<file path="config.mk">
export PLATFORM = sky130hd
export DESIGN_NAME = ats21_cmd_arbiter
export DESIGN_NICKNAME = d
export VERILOG_FILES = /design/src/rtl/ats21_pkg.sv /design/src/rtl/ats21_cmd_capture.sv /design/src/rtl/ats21_cmd_arbiter.sv
export SDC_FILE = /design/constraint.sdc
export NUM_CORES = 1
export LEC_CHECK = 0
export CORE_ASPECT_RATIO = 0.7
export CORE_UTILIZATION = 45
export CTS_CLUSTER_DIAMETER = 80
export DETAILED_ROUTE_END_ITERATION = 7
export PLACE_DENSITY = 0.74
export SETUP_SLACK_MARGIN = 0.05
export SKIP_CTS_REPAIR_TIMING = 1
export SLEW_MARGIN = 20
export SYNTH_ARGS = -nofsm -noshare
export SYNTH_HDL_FRONTEND = slang
export SYNTH_SLANG_ARGS = --single-unit
</file>
<file path="constraint.sdc">
create_clock -name clk -period 2.6 [get_ports clk]
set_clock_uncertainty 0.1 [all_clocks]
set_input_delay 0.52 -clock clk [delete_from_list [all_inputs] [get_ports clk]]
set_output_delay 0.52 -clock clk [all_outputs]
set_load 0.02 [all_outputs]
</file>
<file path="src/rtl/ats21_pkg.sv">
// Shared types for the ATS21 command front end: opcodes, instruction layout, mode register,
// and the opcode-to-resource-class decode.
package ats21_pkg;

  localparam int unsigned DefNumClocks = 16;
  localparam int unsigned DefNumAlarms = 24;

  typedef enum logic [2:0] {
    NOP    = 3'b000,
    SETCLK = 3'b001,
    ENCLK  = 3'b010,
    MODE   = 3'b011,
    SETALM = 3'b101,
    SETTMR = 3'b110,
    ENALM  = 3'b111
  } opcode_e;

  // Clock commands use key[4:1] (instruction bits 28:25); alarm commands use all of key.
  typedef struct packed {
    opcode_e     opcode;
    logic [4:0]  key;
    logic [23:0] payload;
  } cmd_t;

  typedef struct packed {
    logic active;
    logic permA_clk;
    logic permB_clk;
    logic permA_alm;
    logic permB_alm;
  } mode_t;

  typedef enum logic [1:0] {
    CLS_CLK,
    CLS_ALM,
    CLS_MODE,
    CLS_BAD
  } class_e;

  function automatic class_e op_class(logic [2:0] op);
    class_e cls;
    case (op)
      3'b001, 3'b010:         cls = CLS_CLK;
      3'b101, 3'b110, 3'b111: cls = CLS_ALM;
      3'b011:                 cls = CLS_MODE;
      default:                cls = CLS_BAD;
    endcase
    return cls;
  endfunction

endpackage

</file>
<file path="src/rtl/ats21_cmd_capture.sv">
// Per-client instruction capture: collects the top half on an accepted request, the bottom
// half on the following cycle, then holds the word until the arbiter resolves it.
module ats21_cmd_capture
  import ats21_pkg::*;
(
  input  logic        clk,
  input  logic        reset,
  input  logic        req,
  input  logic        ready,
  input  logic [15:0] ctrl,
  input  logic        done,
  output logic        idle,
  output logic        pend,
  output logic [31:0] cmd
);

  typedef enum logic [1:0] {StIdle, StHalf, StPend} state_e;

  state_e      state_q, state_d;
  logic [15:0] top_q, bot_q;
  logic        take_top;

  always_comb begin
    state_d  = state_q;
    take_top = 1'b0;
    unique case (state_q)
      StIdle: begin
        if (req && ready && (ctrl[15:13] != NOP)) begin
          take_top = 1'b1;
          state_d  = StHalf;
        end
      end
      StHalf:  state_d = StPend;
      StPend:  if (done) state_d = StIdle;
      default: state_d = StIdle;
    endcase
  end

  always_ff @(posedge clk or posedge reset) begin
    if (reset) begin
      state_q <= StIdle;
      top_q   <= '0;
      bot_q   <= '0;
    end else begin
      state_q <= state_d;
      if (take_top) top_q <= ctrl;
      if (state_q == StHalf) bot_q <= ctrl;
    end
  end

  assign idle = (state_q == StIdle);
  assign pend = (state_q == StPend);
  assign cmd  = {top_q, bot_q};

endmodule

</file>
<file path="src/rtl/ats21_cmd_arbiter.sv">
// ATS21 front end: two instruction captures, mode register, conflict and permission checks,
// and a round-robin issue stage onto a single valid/ready command port.
module ats21_cmd_arbiter
  import ats21_pkg::*;
#(
  parameter int unsigned NUM_CLOCKS = DefNumClocks,
  parameter int unsigned NUM_ALARMS = DefNumAlarms
) (
  input  logic        clk,
  input  logic        reset,
  input  logic        req,
  input  logic [15:0] ctrlA,
  input  logic [15:0] ctrlB,
  output logic        ready,
  output logic [1:0]  stat,
  output logic        cmd_valid,
  input  logic        cmd_ready,
  output logic [31:0] cmd_data,
  output logic        cmd_src
);

  logic [1:0]  idle, pend, done, ok, surv, live;
  logic [1:0]  q_q, q_d, stat_q, stat_d;
  logic [1:0]  perm_clk, perm_alm;
  logic [31:0] word [2];
  cmd_t        c [2];
  class_e      cls [2];
  mode_t       mode_q, mode_d;
  logic        rr_q, rr_d;
  logic        win, resolving, clash, accept;

  ats21_cmd_capture u_cap_a (
    .clk   (clk),
    .reset (reset),
    .req   (req),
    .ready (ready),
    .ctrl  (ctrlA),
    .done  (done[0]),
    .idle  (idle[0]),
    .pend  (pend[0]),
    .cmd   (word[0])
  );

  ats21_cmd_capture u_cap_b (
    .clk   (clk),
    .reset (reset),
    .req   (req),
    .ready (ready),
    .ctrl  (ctrlB),
    .done  (done[1]),
    .idle  (idle[1]),
    .pend  (pend[1]),
    .cmd   (word[1])
  );

  assign ready    = &idle;
  assign perm_clk = {mode_q.permB_clk, mode_q.permA_clk};
  assign perm_alm = {mode_q.permB_alm, mode_q.permA_alm};
  // Once survivors are queued every pending client is in q_q, so an empty queue marks resolve.
  assign resolving = (|pend) && !(|q_q);

  always_comb begin
    for (int i = 0; i < 2; i++) begin
      c[i]   = cmd_t'(word[i]);
      cls[i] = op_class(c[i].opcode);
    end
    clash = pend[0] && pend[1] && (cls[0] == cls[1]) &&
            (((cls[0] == CLS_CLK) && (c[0].key[4:1] == c[1].key[4:1])) ||
             ((cls[0] == CLS_ALM) && (c[0].key == c[1].key)) ||
             (cls[0] == CLS_MODE));
    for (int i = 0; i < 2; i++) begin
      ok[i] = 1'b0;
      if (pend[i] && !clash) begin
        case (cls[i])
          CLS_CLK:  ok[i] = mode_q.active && perm_clk[i] && (32'(c[i].key[4:1]) < NUM_CLOCKS);
          CLS_ALM:  ok[i] = mode_q.active && perm_alm[i] && (32'(c[i].key) < NUM_ALARMS);
          CLS_MODE: ok[i] = 1'b1;
          default:  ok[i] = 1'b0;
        endcase
      end
      surv[i] = ok[i] && (cls[i] != CLS_MODE);
    end
  end

  assign live      = resolving ? surv : q_q;
  assign win       = (live == 2'b11) ? rr_q : live[1];
  assign cmd_valid = |live;
  assign cmd_data  = cmd_valid ? c[win] : '0;
  assign cmd_src   = cmd_valid && win;
  assign accept    = cmd_valid && cmd_ready;
  assign stat      = stat_q;

  always_comb begin
    q_d    = live;
    stat_d = stat_q;
    mode_d = mode_q;
    rr_d   = rr_q;
    done   = '0;
    for (int i = 0; i < 2; i++) begin
      if (resolving && pend[i] && !surv[i]) begin
        done[i]   = 1'b1;
        stat_d[i] = ok[i];
      end
      if (resolving && ok[i] && (cls[i] == CLS_MODE)) begin
        mode_d.active = c[i].key[4];
        if (i == 0) begin
          mode_d.permA_clk = |c[i].key[3:2];
          mode_d.permA_alm = |c[i].key[1:0];
        end else begin
          mode_d.permB_clk = |c[i].key[3:2];
          mode_d.permB_alm = |c[i].key[1:0];
        end
      end
    end
    if (accept) begin
      q_d[win]    = 1'b0;
      done[win]   = 1'b1;
      stat_d[win] = 1'b1;
      // The pointer only moves when it actually decided between two waiting commands.
      if (live == 2'b11) rr_d = !rr_q;
    end
  end

  always_ff @(posedge clk or posedge reset) begin
    if (reset) begin
      q_q    <= '0;
      stat_q <= '0;
      mode_q <= mode_t'(5'b11111);
      rr_q   <= 1'b0;
    end else begin
      q_q    <= q_d;
      stat_q <= stat_d;
      mode_q <= mode_d;
      rr_q   <= rr_d;
    end
  end

endmodule

</file>
After elaboration in Yosys (flattened, before gate mapping). Cells that the tools add are included.

Register bits: 78. Bits of input ports: 36. Logic and storage cells: 148.

Magnitude comparators: 5. Eq/ne operators: 30. Mux-type cells: 35. Bitwise operators: 5. Reduce and logical (&&, ||, !) cells: 59.

Operators with widths (number): 32-bit two-way mux (4); 1-bit logical AND (30); 2-bit one-hot mux with 3 select lines (4); 3-bit equality test (second input constant) (6); 2-bit OR reduction (9); 2-bit two-way mux (8); 1-bit two-way mux (15); 3-bit by 2-bit equality test with 1-bit output (second input constant) (4); 2-bit != test (second input constant) (6); 2-bit equality test (second input constant) (5); 5-bit < comparator (second input constant) (2); 2-bit by 1-bit equality test with 1-bit output (second input constant) (4); 2-bit logical NOT (4); 2-bit AND reduction (4); 3-bit by 1-bit equality test with 1-bit output (second input constant) (2); 1-bit one-hot mux with 3 select lines (2); 3-bit nonzero test (2); 3-bit OR reduction (2); 5-bit equality test (1); 1-bit logical NOT (5); 5-bit two-way mux (1); 4-bit equality test (1); 2-bit OR (2); 2-bit AND (1); other kinds (9) (10).

Longest topological paths before layout. Gate-level depths: netlist of the first run.

Depth in word-level cells: 23. Depth in mapped cells: 8. Gate-level depth less buffers: 6.

By module. A second synthesis of the first run with hierarchy kept.

Cells, all modules: 293. Area, all modules: 3783.6 um2.

By module, submodules not included: ats21_cmd_capture (times used 2, cells an instance 78, area an instance 1321.3 um2, sequential area each 850.8 um2); ats21_cmd_arbiter (times used 1, cells an instance 137, area an instance 1141.1 um2, sequential area each 256.5 um2).

Least setup slack after synthesis of the first run. OpenSTA, ideal clock, no wires.

Path kind: flip-flop to output port. Start point: reg u_cap_b.top_q[8]. End point: out cmd_data[10]. Arrival: 2.131 ns. Path slack: -0.151 ns. Stages on the path, launching flop included: 8. Path buffers: 1. Path through: dfrtp_1 > xor2_1 > a211o_1 > a211oi_4 > o21ai_4 > a211oi_4 > buf_6 > a22o_1.

Cells in the longest elaborated chain, start to end: 17. Elaborated cells on any way between the ends: 24. Those cells by class: order compare: 1; eq/ne: 2; mux: 9; bitwise: 1; reduce/logical: 11.

RTL lines: start: declaration (line ats21_cmd_capture.sv:20) `logic [15:0] top_q, bot_q;`; start signal: assignment (line ats21_cmd_capture.sv:46) `if (take_top) top_q <= ctrl;`; parallel branches: the longest is 9 deep, another holds 5-bit < comparator; 2-bit two-way mux * (line ats21_cmd_arbiter.sv:85) `assign live = resolving ? surv : q_q;`; 2-bit equality test (line ats21_cmd_arbiter.sv:86) `assign win = (live == 2'b11) ? rr_q : live[1];`; 1-bit two-way mux (line ats21_cmd_arbiter.sv:86); 1-bit inverter with 2-bit output (not written as such) (line ats21_cmd_arbiter.sv:88) `assign cmd_data = cmd_valid ? c[win] : '0;`; 32-bit two-way mux (not written as such) (3 in a row) (line ats21_cmd_arbiter.sv:88); 32-bit two-way mux * (line ats21_cmd_arbiter.sv:88); end: declaration (line ats21_cmd_arbiter.sv:18) `output logic [31:0] cmd_data,`.

Mark *: on every way between the ends. The select of a mux whose other input is x is not followed.

Worst setup path after layout of the first run.
Start point: reg u_cap_b.top_q[13]. End point: out cmd_data[0].

Cells in the longest elaborated chain, start to end: 18. Elaborated cells on any way between the ends: 33. Those cells by class: eq/ne: 11; mux: 10; bitwise: 1; reduce/logical: 11.

RTL lines: 3-bit equality test, or another cell as far along (line ats21_pkg.sv:42) `case (op)`; 3-bit OR reduction / 2-bit OR reduction (equally long branches) (line ats21_pkg.sv:42); 2-bit one-hot mux with 3 select lines * (line ats21_pkg.sv:42); 2-bit equality test (line ats21_cmd_arbiter.sv:67) `clash = pend[0] && pend[1] && (cls[0] == cls[1]) &&`; 1-bit logical AND (2 in a row) (line ats21_cmd_arbiter.sv:67); 1-bit logical NOT (line ats21_cmd_arbiter.sv:73) `if (pend[i] && !clash) begin`; 1-bit logical AND (line ats21_cmd_arbiter.sv:73); 1-bit two-way mux (line ats21_cmd_arbiter.sv:73); 1-bit logical AND (line ats21_cmd_arbiter.sv:81) `surv[i] = ok[i] && (cls[i] != CLS_MODE);`; 2-bit two-way mux * (line ats21_cmd_arbiter.sv:85); 2-bit equality test (line ats21_cmd_arbiter.sv:86); 1-bit two-way mux (line ats21_cmd_arbiter.sv:86); 1-bit inverter with 2-bit output (not written as such) (line ats21_cmd_arbiter.sv:88); 32-bit two-way mux (not written as such) (3 in a row) (line ats21_cmd_arbiter.sv:88); 32-bit two-way mux * (line ats21_cmd_arbiter.sv:88).

Mark *: on every way between the ends. The rest lies on a longest branch, timed or not. The select of a mux whose other input is x is not followed.

==> results of run 1 <==
-- cells by family (layout without fill, tap and decap cells) --
logic type	after synthesis	in the layout	synth area share
compound gates	67	67	0.1597
xor+xnor	7	7	0.01630
buf+inv	25	169	0.03726
flops	78	78	0.5206
mux	36	36	0.1065
simple gates	137	137	0.1597
-- flip-flops by register name, indices dropped and copies added, names as in the netlist --
| register | cells |
|---|---|
| u_cap_a.bot_q | 16 |
| u_cap_a.top_q | 16 |
| u_cap_b.bot_q | 16 |
| u_cap_b.top_q | 16 |
| mode_q | 5 |
| q_q | 2 |
| stat | 2 |
| u_cap_a.state_q | 2 |
| u_cap_b.state_q | 2 |
| rr_q | 1 |
-- power by group through the flow --
| stage | clock network, uW | registers [uW] | logic (uW) |
|---|---|---|---|
| 2_1_floorplan | 0 | 2250 | 1480 |
| 3_3_place_gp | 0 | 2260 | 2470 |
| 3_5_place_dp | 0 | 2280 | 2550 |
| 4_1_cts | 1260 | 2270 | 2570 |
| 5_1_grt | 1320 | 2360 | 2960 |
| 6_report | 1250 | 2290 | 2740 |
-- routing by layer --
layer,routed length (um),GRT usage,part of all wire,up-vias
met4,121,0.07973,0.011,0
met5,0,0,0,-
li1,-,-,-,1506
met3,766,0.06023,0.069,13
met1,5199,0.3563,0.47,1596
met2,5058,0.4206,0.45,117
-- cells in the final DEF (no fill, tap or decap), types with 3 or more instances in the layout --
master,instances
and2_1,3
dfstp_2,5
nor2_1,14
buf_6,37
clkbuf_16,12
o31ai_1,4
xor2_1,4
a21oi_1,7
buf_12,7
dfrtp_1,72
mux2_2,32
inv_1,9
a22o_1,4
a22o_4,30
clkdlybuf4s50_1,38
buf_4,56
nand2_1,94
mux2i_1,4
-- critical path: cells and delay by family, from the launching register on --
| family | cells | cell delay [ns] |
|---|---|---|
| DFF | 1 | 0.44 |
| buffers and inverters | 6 | 0.82 |
| AOI/OAI and AO/OA | 4 | 0.69 |
| and+or+nand+nor | 2 | 0.35 |
-- area by class of cell --
| type | count | area, um^2 | share of cell area |
|---|---|---|---|
| inverter | 10 | 41.29 | 0.007014 |
| tap | 101 | 126.4 | 0.02147 |
| clock inverter | 4 | 48.80 | 0.008289 |
| sequential | 78 | 1959 | 0.3328 |
| multi-input combinational | 247 | 2004 | 0.3405 |
| timing repair buffer | 143 | 1460 | 0.2480 |
| clock buffer | 12 | 246.5 | 0.04187 |
-- through the flow --
step | cells | setup TNS, ns | worst slack [ns]
final | 595 | -21.31 | -0.6750
after global routing | 595 | -24.28 | -0.7733
after CTS | 584 | -35.82 | -1.090
after detailed placement | 568 | -23.51 | -0.7309
after global placement | 568 | -24.52 | -0.7585
after floorplan | 350 | -3.140 | -0.1020
-- final timing paths --
kind / startpoint / cells past startpoint / to / slack (ns)
max in group asynchronous: reset / 3 / mode_q[3]$_DFFE_PP1P_ / 1.31
worst min-delay path: mode_q[0]$_DFFE_PP1P_ / 2 / mode_q[0]$_DFFE_PP1P_ / 0.37
worst max-delay path: u_cap_b.top_q[13]$_DFFE_PP0P_ / 12 / cmd_data[0] / -0.68
min in group asynchronous: reset / 2 / u_cap_a.top_q[2]$_DFFE_PP0P_ / 0.50
worst min register to register: mode_q[0]$_DFFE_PP1P_ / 2 / mode_q[0]$_DFFE_PP1P_ / 0.37
worst max register to register: u_cap_b.top_q[13]$_DFFE_PP0P_ / 7 / stat[0]$_DFF_PP0_ / 0.15
==> out/results.tsv, run 1 <==
metric	value	unit
core_area	7973	um^2
postPlaceCellArea	5315	um^2
numCtsBuffers	9	
initial_core_util	0.4718	
detail-route-antenna-nets	0	
track_usage	0.2626	
yosys-top-cells-area	dfrtp_1 49%, mux2_2 9.6%, nand2_1 9.4%	
die_x	111.3	um
cpMostUsedCell	buf_6	
drive_above_1_share	0.4332	
p_total	6275	uW
syn_area_per_cell	10.75	um^2
max-vdd-ir-drop	516.4	uV
diodes	0	
drtIter0Drc	119	
synth_seq_cells	78	
hpwl	7.705	mm
setup_viol	34	
cts_root_buffer	clkbuf_16	
grt_max_degree	32	
synth_cell_type_count	50	
fillers	533	
portBuffers	72	
critPathMaxStageDelay	0.44	ns
max_slew_margin	0.6226	
p_int	3970	uW
worstPathRequired	1.98	ns
vias	3232	
grt_overflow	0	
yosysTopAreaCellShare	0.4857	
cts_tree	yes	
path_cells	and3b_2 -> nor2_1 -> buf_4 -> a211oi_4 -> buf_4 -> buf_6 -> a21o_4 -> a211oi_4 -> buf_6 -> buf_12 -> a22o_1 -> buf_6	
cts_max_level	3	
post_drt_wl_per_cell	18.73	um
rows	27	
p_leak	0.002877	uW
maxCapViolCount	0	
design_area	5887	um^2
worst_slack	-0.6750	ns
violations	design-rule violations, negative setup slack	
clk_latency	0.33	ns
clock-sinks	78	
seqPwrFrac	0.364	
fmax	305.3	MHz
synthTopCellsByCount	94 x nand2_1, 73 x dfrtp_1, 34 x a22o_1, 32 x mux2_2, 16 x nor2_1	
ioPinCount	73	
cp_max_fo	7	
start_kind	register	
syn_area	3761	um^2
p_sw_frac	0.3673	
fin_crit_sh	1.260	
hold-worst-slack	0.3716	ns
gp_congestion	0.9448	
clockBufferDepth	2	
worstPathArrival	2.66	ns
rsz0062_at_grt	true	
antenna_found_initial	0	
die-area	8734	um^2
die_h	78.49	um
yosysSeqAreaShare	0.5206	
p_sw	2305	uW
drc_errors	8	
worstSetupEndpointType	output port	
synth_top_cell_by_area	dfrtp_1	
first_global_vias	3345	
final-hold-violation-count	0	
ys_warn_count	0	
fin_crit	3.275	ns
synth_enable_flop_cells	0	
slew_violations	0	
clockPowerShare	0.199	
clk_pin_slew	0.06	ns
p_per_area	1066	nW/um^2
viasPerCell	5.432	
wl	11.15	mm
synth_ff_type	dfrtp_1	
synth.most_common_cell	nand2_1	
syn-num-nets	386	
synthArstFlopShare	1.000	
postSynthCellCount	350	
comb_power_share	0.436	
holdCritPathClass	register to register	
fin_util	0.7384	
area_growth	56.52	%
criticalPathCategory	register to output port	
status	finished, violations left	
drt_pass1_iterations	6	
grt_pass1_wl	17.55	mm
layout.nets	525	
crit_slowest_cell	dfrtp_2	
worst_pin_slew	0.5649	ns
Note: power is estimated with default switching activity, not from simulation.
==> run 2, diff against run 1 <==
ABC_CLOCK_PERIOD_IN_PS = 2600   (was default)
MAX_ROUTING_LAYER = met4   (was default)
SLEW_MARGIN = 25   (was 20)
==> out/results.tsv, run 2 (same netlist as run 1, synthesis figures left out) <==
metric	value	unit	change
placed_cells	568		unchanged
clk_latency	0.33	ns	about the same
antenna_found_initial	0		unchanged
die-area	8734	um^2	unchanged
worstSetupEndpointType	output port		unchanged
layout.nets	522		was 525
final_cells	592		was 595
ioPinCount	73		unchanged
vias	3245		was 3232
cts_max_level	3		unchanged
criticalPathCategory	register to output port		unchanged
drt_pass1_iterations	6		unchanged
start_kind	register		unchanged
crit_start	u_cap_b.top_q[14]$_DFFE_PP0P_		was u_cap_b.top_q[13]$_DFFE_PP0P_
fin_util	0.7225		was 0.7384
grt_pass1_wl	18.11	mm	was 17.55 mm
die_x	111.3	um	unchanged
rows	27		unchanged
drc_errors	8		unchanged
max_slew_margin	0.6110		was 0.6226
die_h	78.49	um	unchanged
clockBufferDepth	2		unchanged
p_leak	0.002850	uW	was 0.002877 uW
hpwl	7.773	mm	was 7.705 mm
final_common_cell	nand2_1		unchanged
area_growth	53.16	%	was 56.52%
p_per_area	1073	nW/um^2	was 1066 nW/um^2
wl	11.09	mm	was 11.15 mm
maxCapViolCount	0		unchanged
clock-sinks	78		unchanged
fillers	550		was 533
reg2reg_from	u_cap_b.top_q[8]$_DFFE_PP0P_		was u_cap_b.top_q[13]$_DFFE_PP0P_
fin_crit_sh	1.260		about the same
cp_max_fo	8		was 7
holdCritPathClass	register to register		unchanged
clk_pin_slew	0.06	ns	about the same
max-vdd-ir-drop	471.9	uV	was 516.4 uV
worstPathArrival	2.66	ns	about the same
numCtsBuffers	9		unchanged
drive_above_1_share	0.4338		was 0.4332
first_global_vias	3388		was 3345
post_drt_wl_per_cell	18.73	um	about the same
cts_root_buffer	clkbuf_16		unchanged
worst_pin_slew	0.5822	ns	was 0.5649 ns
violations	design-rule violations, negative setup slack		unchanged
core_area	7973	um^2	unchanged
final_cell_mix	94 x nand2_1, 72 x dfrtp_1, 71 x buf_4, 37 x clkdlybuf4s50_1, 32 x mux2_2		was 94 x nand2_1, 72 x dfrtp_1, 56 x buf_4, 38 x clkdlybuf4s50_1, 37 x buf_6
setup_viol	34		unchanged
slew_violations	0		unchanged
fin_crit	3.276	ns	was 3.275 ns
diodes	0		unchanged
rsz0062_at_grt	true		unchanged
detail-route-antenna-nets	0		unchanged
track_usage	0.2817		was 0.2626
portBuffers	72		unchanged
status	finished, violations left		unchanged
worst_slack	-0.6756	ns	was -0.6750 ns
final-hold-violation-count	0		unchanged
viasPerCell	5.481		was 5.432
cts_tree	yes		unchanged
grt_max_degree	32		unchanged
initial_core_util	0.4718		unchanged
grt_overflow	0		unchanged
fmax	305.3	MHz	about the same
worstPathRequired	1.98	ns	about the same
hp-start	mode_q[0]$_DFFE_PP1P_		unchanged
gp_congestion	0.9567		was 0.9448
drtIter0Drc	184		was 119
run 2: cell types whose count changed in the layout (fill, tap and decap cells not counted), moves of 2 or more:
cell	delta
buf_6	-19
buf_4	+15
clkbuf_2	+3
clkbuf_16	-2
clkinvlp_4	+2
dlymetal6s2s_1	+2
nor2_4	+2
run 2: path summary, 6_finish.rpt:
kind                                                      to  slack (ns)  cells after the start
worst max-delay path                             cmd_data[0]       -0.68                      9
worst min-delay path                   mode_q[0]$_DFFE_PP1P_        0.38                      2
worst max register to register             stat[0]$_DFF_PP0_        0.14                      8
worst min register to register         mode_q[0]$_DFFE_PP1P_        0.38                      2
max in group asynchronous              mode_q[3]$_DFFE_PP1P_        1.32                      3
min in group asynchronous       u_cap_a.top_q[4]$_DFFE_PP0P_        0.49                      2
run 2: metrics by stage:
step	hold WS [ns]	total power (uW)	setup slack (ns)	setup TNS, ns	cell area [um^2]
final	0.3766	6181	-0.6756	-20.01	5761
after global placement	0.3651	4741	-0.7923	-25.44	5315
after CTS	0.3782	6047	-1.172	-38.04	5595
after detailed placement	0.3695	4834	-0.7753	-24.63	5315
after floorplan	0.3484	3731	-0.1020	-3.140	4035
after global routing	0.3927	6556	-0.7489	-22.50	5761
run 2: routing by layer:
metal  vias to the layer above  track usage  part of all wire
li1                       1490            -                 -
met1                      1615       0.3769              0.44
met2                       129       0.4319              0.47
met3                        11      0.06641             0.076
met4                         0      0.07703            0.0088
met5                         -            -                 0
run 2: worst max-delay path, stage by stage (launching register included):
cell and delay [ns]:
dfrtp_1 0.42, and3b_2 0.29, nor4_4 0.06, a31o_4 0.26, or3_4 0.41, a31oi_4 0.29, buf_6 0.17, buf_12 0.14
a22o_1 0.14, buf_4 0.14
run 2: layout make-up:
class                      instances  area, um^2  share of cell area
timing repair buffer             140        1319              0.2289
clock inverter                     3       20.02            0.003475
multi-input combinational        247        2034              0.3532
clock buffer                      13       260.3             0.04518
inverter                          10       41.29            0.007168
tap                              101       126.4             0.02194
sequential                        78        1959              0.3401
run 2: power by group:
| group | internal [uW] | switching (uW) | total, uW |
|---|---|---|---|
| Clock | 697 | 477 | 1170 |
| Sequential | 1840 | 474 | 2310 |
| Combinational | 1330 | 1360 | 2700 |
| Total | 3870 | 2310 | 6180 |
==> run 3, diff against run 2 <==
GPL_TIMING_DRIVEN = 0   (was default)
==> out/results.tsv, run 3 (same netlist as run 1, synthesis figures left out) <==
metric	value	unit	change
clockBufferDepth	2		unchanged
hold-worst-slack	0.3718	ns	was 0.3766 ns
viasPerCell	5.644		was 5.481
final_common_cell	nand2_1		unchanged
reg2reg_from	u_cap_a.top_q[14]$_DFFE_PP0P_		was u_cap_b.top_q[8]$_DFFE_PP0P_
post_drt_wl_per_cell	19.75	um	was 18.73 um
clock-sinks	78		unchanged
drt_pass1_iterations	7		was 6
die_x	111.3	um	unchanged
numCtsBuffers	9		unchanged
tns	-22.24	ns	was -20.01 ns
drive_above_1_share	0.4159		was 0.4338
crit_start	u_cap_a.top_q[14]$_DFFE_PP0P_		was u_cap_b.top_q[14]$_DFFE_PP0P_
cts_tree	yes		unchanged
criticalPathCategory	register to output port		unchanged
gp_congestion	0.8775		was 0.9567
worstPathRequired	1.98	ns	about the same
grt_overflow	0		unchanged
fmax	304.4	MHz	was 305.3 MHz
die-area	8734	um^2	unchanged
worst_slack	-0.6855	ns	was -0.6756 ns
portBuffers	72		unchanged
start_kind	register		unchanged
clockPowerShare	0.231		was 0.190
hp-start	mode_q[0]$_DFFE_PP1P_		unchanged
seqPwrFrac	0.385		was 0.374
crit_slowest_cell	dfrtp_2		was dfrtp_1
grt_pass1_wl	16.84	mm	was 18.11 mm
violations	design-rule violations, negative setup slack		unchanged
p_int	3944	uW	was 3869 uW
track_usage	0.2627		was 0.2817
diodes	0		unchanged
detail-route-antenna-nets	0		unchanged
critPathMaxStageDelay	0.46	ns	was 0.42 ns
maxCapViolCount	0		unchanged
first_global_vias	3150		was 3388
die_h	78.49	um	unchanged
clk_latency	0.33	ns	about the same
wl	11.16	mm	was 11.09 mm
path_cells	o21ba_2 -> xnor2_2 -> a211oi_4 -> buf_6 -> or2_2 -> a31oi_4 -> buf_12 -> buf_12 -> a22o_4 -> buf_6		was and3b_2 -> nor4_4 -> a31o_4 -> or3_4 -> a31oi_4 -> buf_6 -> buf_12 -> a22o_1 -> buf_4
cp_max_fo	10		was 8
grt_max_degree	32		unchanged
p_sw_frac	0.3698		was 0.3741
max-vdd-ir-drop	470.4	uV	was 471.9 uV
cts_max_level	3		unchanged
hpwl	7.270	mm	was 7.773 mm
setup_viol	34		unchanged
drtIter0Drc	167		was 184
worstSetupEndpointType	output port		unchanged
comb_power_share	0.384		was 0.436
holdCritPathClass	register to register		unchanged
area_growth	51.40	%	was 53.16%
vias	3189		was 3245
max_slew_margin	0.5229		was 0.6110
rows	27		unchanged
rsz0062_at_grt	true		unchanged
cts_root_buffer	clkbuf_16		unchanged
slew_violations	0		unchanged
p_per_area	1099	nW/um^2	was 1073 nW/um^2
fin_util	0.7142		was 0.7225
final_cell_mix	94 x nand2_1, 64 x dfrtp_1, 38 x clkdlybuf4s50_1, 37 x buf_6, 32 x mux2_2		was 94 x nand2_1, 72 x dfrtp_1, 71 x buf_4, 37 x clkdlybuf4s50_1, 32 x mux2_2
layout.nets	495		was 522
drc_errors	8		unchanged
p_sw	2315	uW	was 2312 uW
worst_pin_slew	0.7114	ns	was 0.5822 ns
fin_crit_sh	1.264		was 1.260
antenna_found_initial	0		unchanged
final-hold-violation-count	0		unchanged
initial_core_util	0.4718		unchanged
p_leak	0.002685	uW	was 0.002850 uW
clk_pin_slew	0.06	ns	about the same
status	finished, violations left		unchanged
core_area	7973	um^2	unchanged
fin_crit	3.285	ns	was 3.276 ns
ioPinCount	73		unchanged
worstPathArrival	2.67	ns	was 2.66 ns
==> run 3: cell types whose count changed in the layout (fill, tap and decap cells not counted), sizes merged <==
cell           delta
clkbuf            +2
bufinv            +3
dlymetal6s2s      -3
clkinvlp          -2
buf              -28
clkdlybuf4s50     +1
==> run 3: area by class of cell <==
type | count | area [um^2]
inverter | 10 | 41.29
multi-input combinational | 247 | 2048
clock inverter | 4 | 95.09
buffer | 14 | 152.6
timing repair buffer | 99 | 1015
sequential | 78 | 1969
tap | 101 | 126.4
clock buffer | 12 | 246.5
fill | 530 | 2278
==> run 3: path summary, 6_finish.rpt <==
path | end | slack (ns) | cells past startpoint
max | cmd_data[12] | -0.69 | 10
min | mode_q[0]$_DFFE_PP1P_ | 0.37 | 2
max reg2reg | stat[0]$_DFF_PP0_ | 0.12 | 8
min reg2reg | mode_q[0]$_DFFE_PP1P_ | 0.37 | 2
max in group asynchronous | mode_q[2]$_DFFE_PP1P_ | 1.28 | 3
min in group asynchronous | u_cap_a.bot_q[2]$_DFFE_PP0N_ | 0.51 | 2
==> run 3: worst max-delay path, delay by kind of cell (launching register included) <==
family	cells	cell delay (ns)
XOR/XNOR	1	0.17
flip-flops	1	0.46
AO/OA/AOI/OAI	4	0.96
buffers and inverters	4	0.60
AND/OR/NAND/NOR	1	0.14
==> run 3: power by group through the flow <==
stage	Sequential, uW	Combinational, uW	Clock (uW)
5_1_grt	2490	2600	1520
3_5_place_dp	2380	2040	0
6_report	2410	2400	1450
2_1_floorplan	2250	1480	0
3_3_place_gp	2350	1960	0
4_1_cts	2370	2080	1460
==> run 3: metal layers <==
layer  vias up  global-route usage  part of all wire
met3        22             0.07104             0.071
met5         -                   -                 0
li1       1444                   -                 -
met4         0             0.06081             0.013
met1      1585              0.3597              0.47
met2       138              0.3900              0.45
==> run 3: through the flow <==
stage / area (um^2) / setup WS [ns] / std cells / total power [uW]
after floorplan: 4035 / -0.1020 / 350 / 3731
after global placement: 4882 / -1.066 / 523 / 4311
after detailed placement: 4922 / -1.098 / 525 / 4422
after CTS: 5264 / -1.464 / 541 / 5903
after global routing: 5694 / -0.7475 / 565 / 6605
final: 5694 / -0.6855 / 565 / 6258
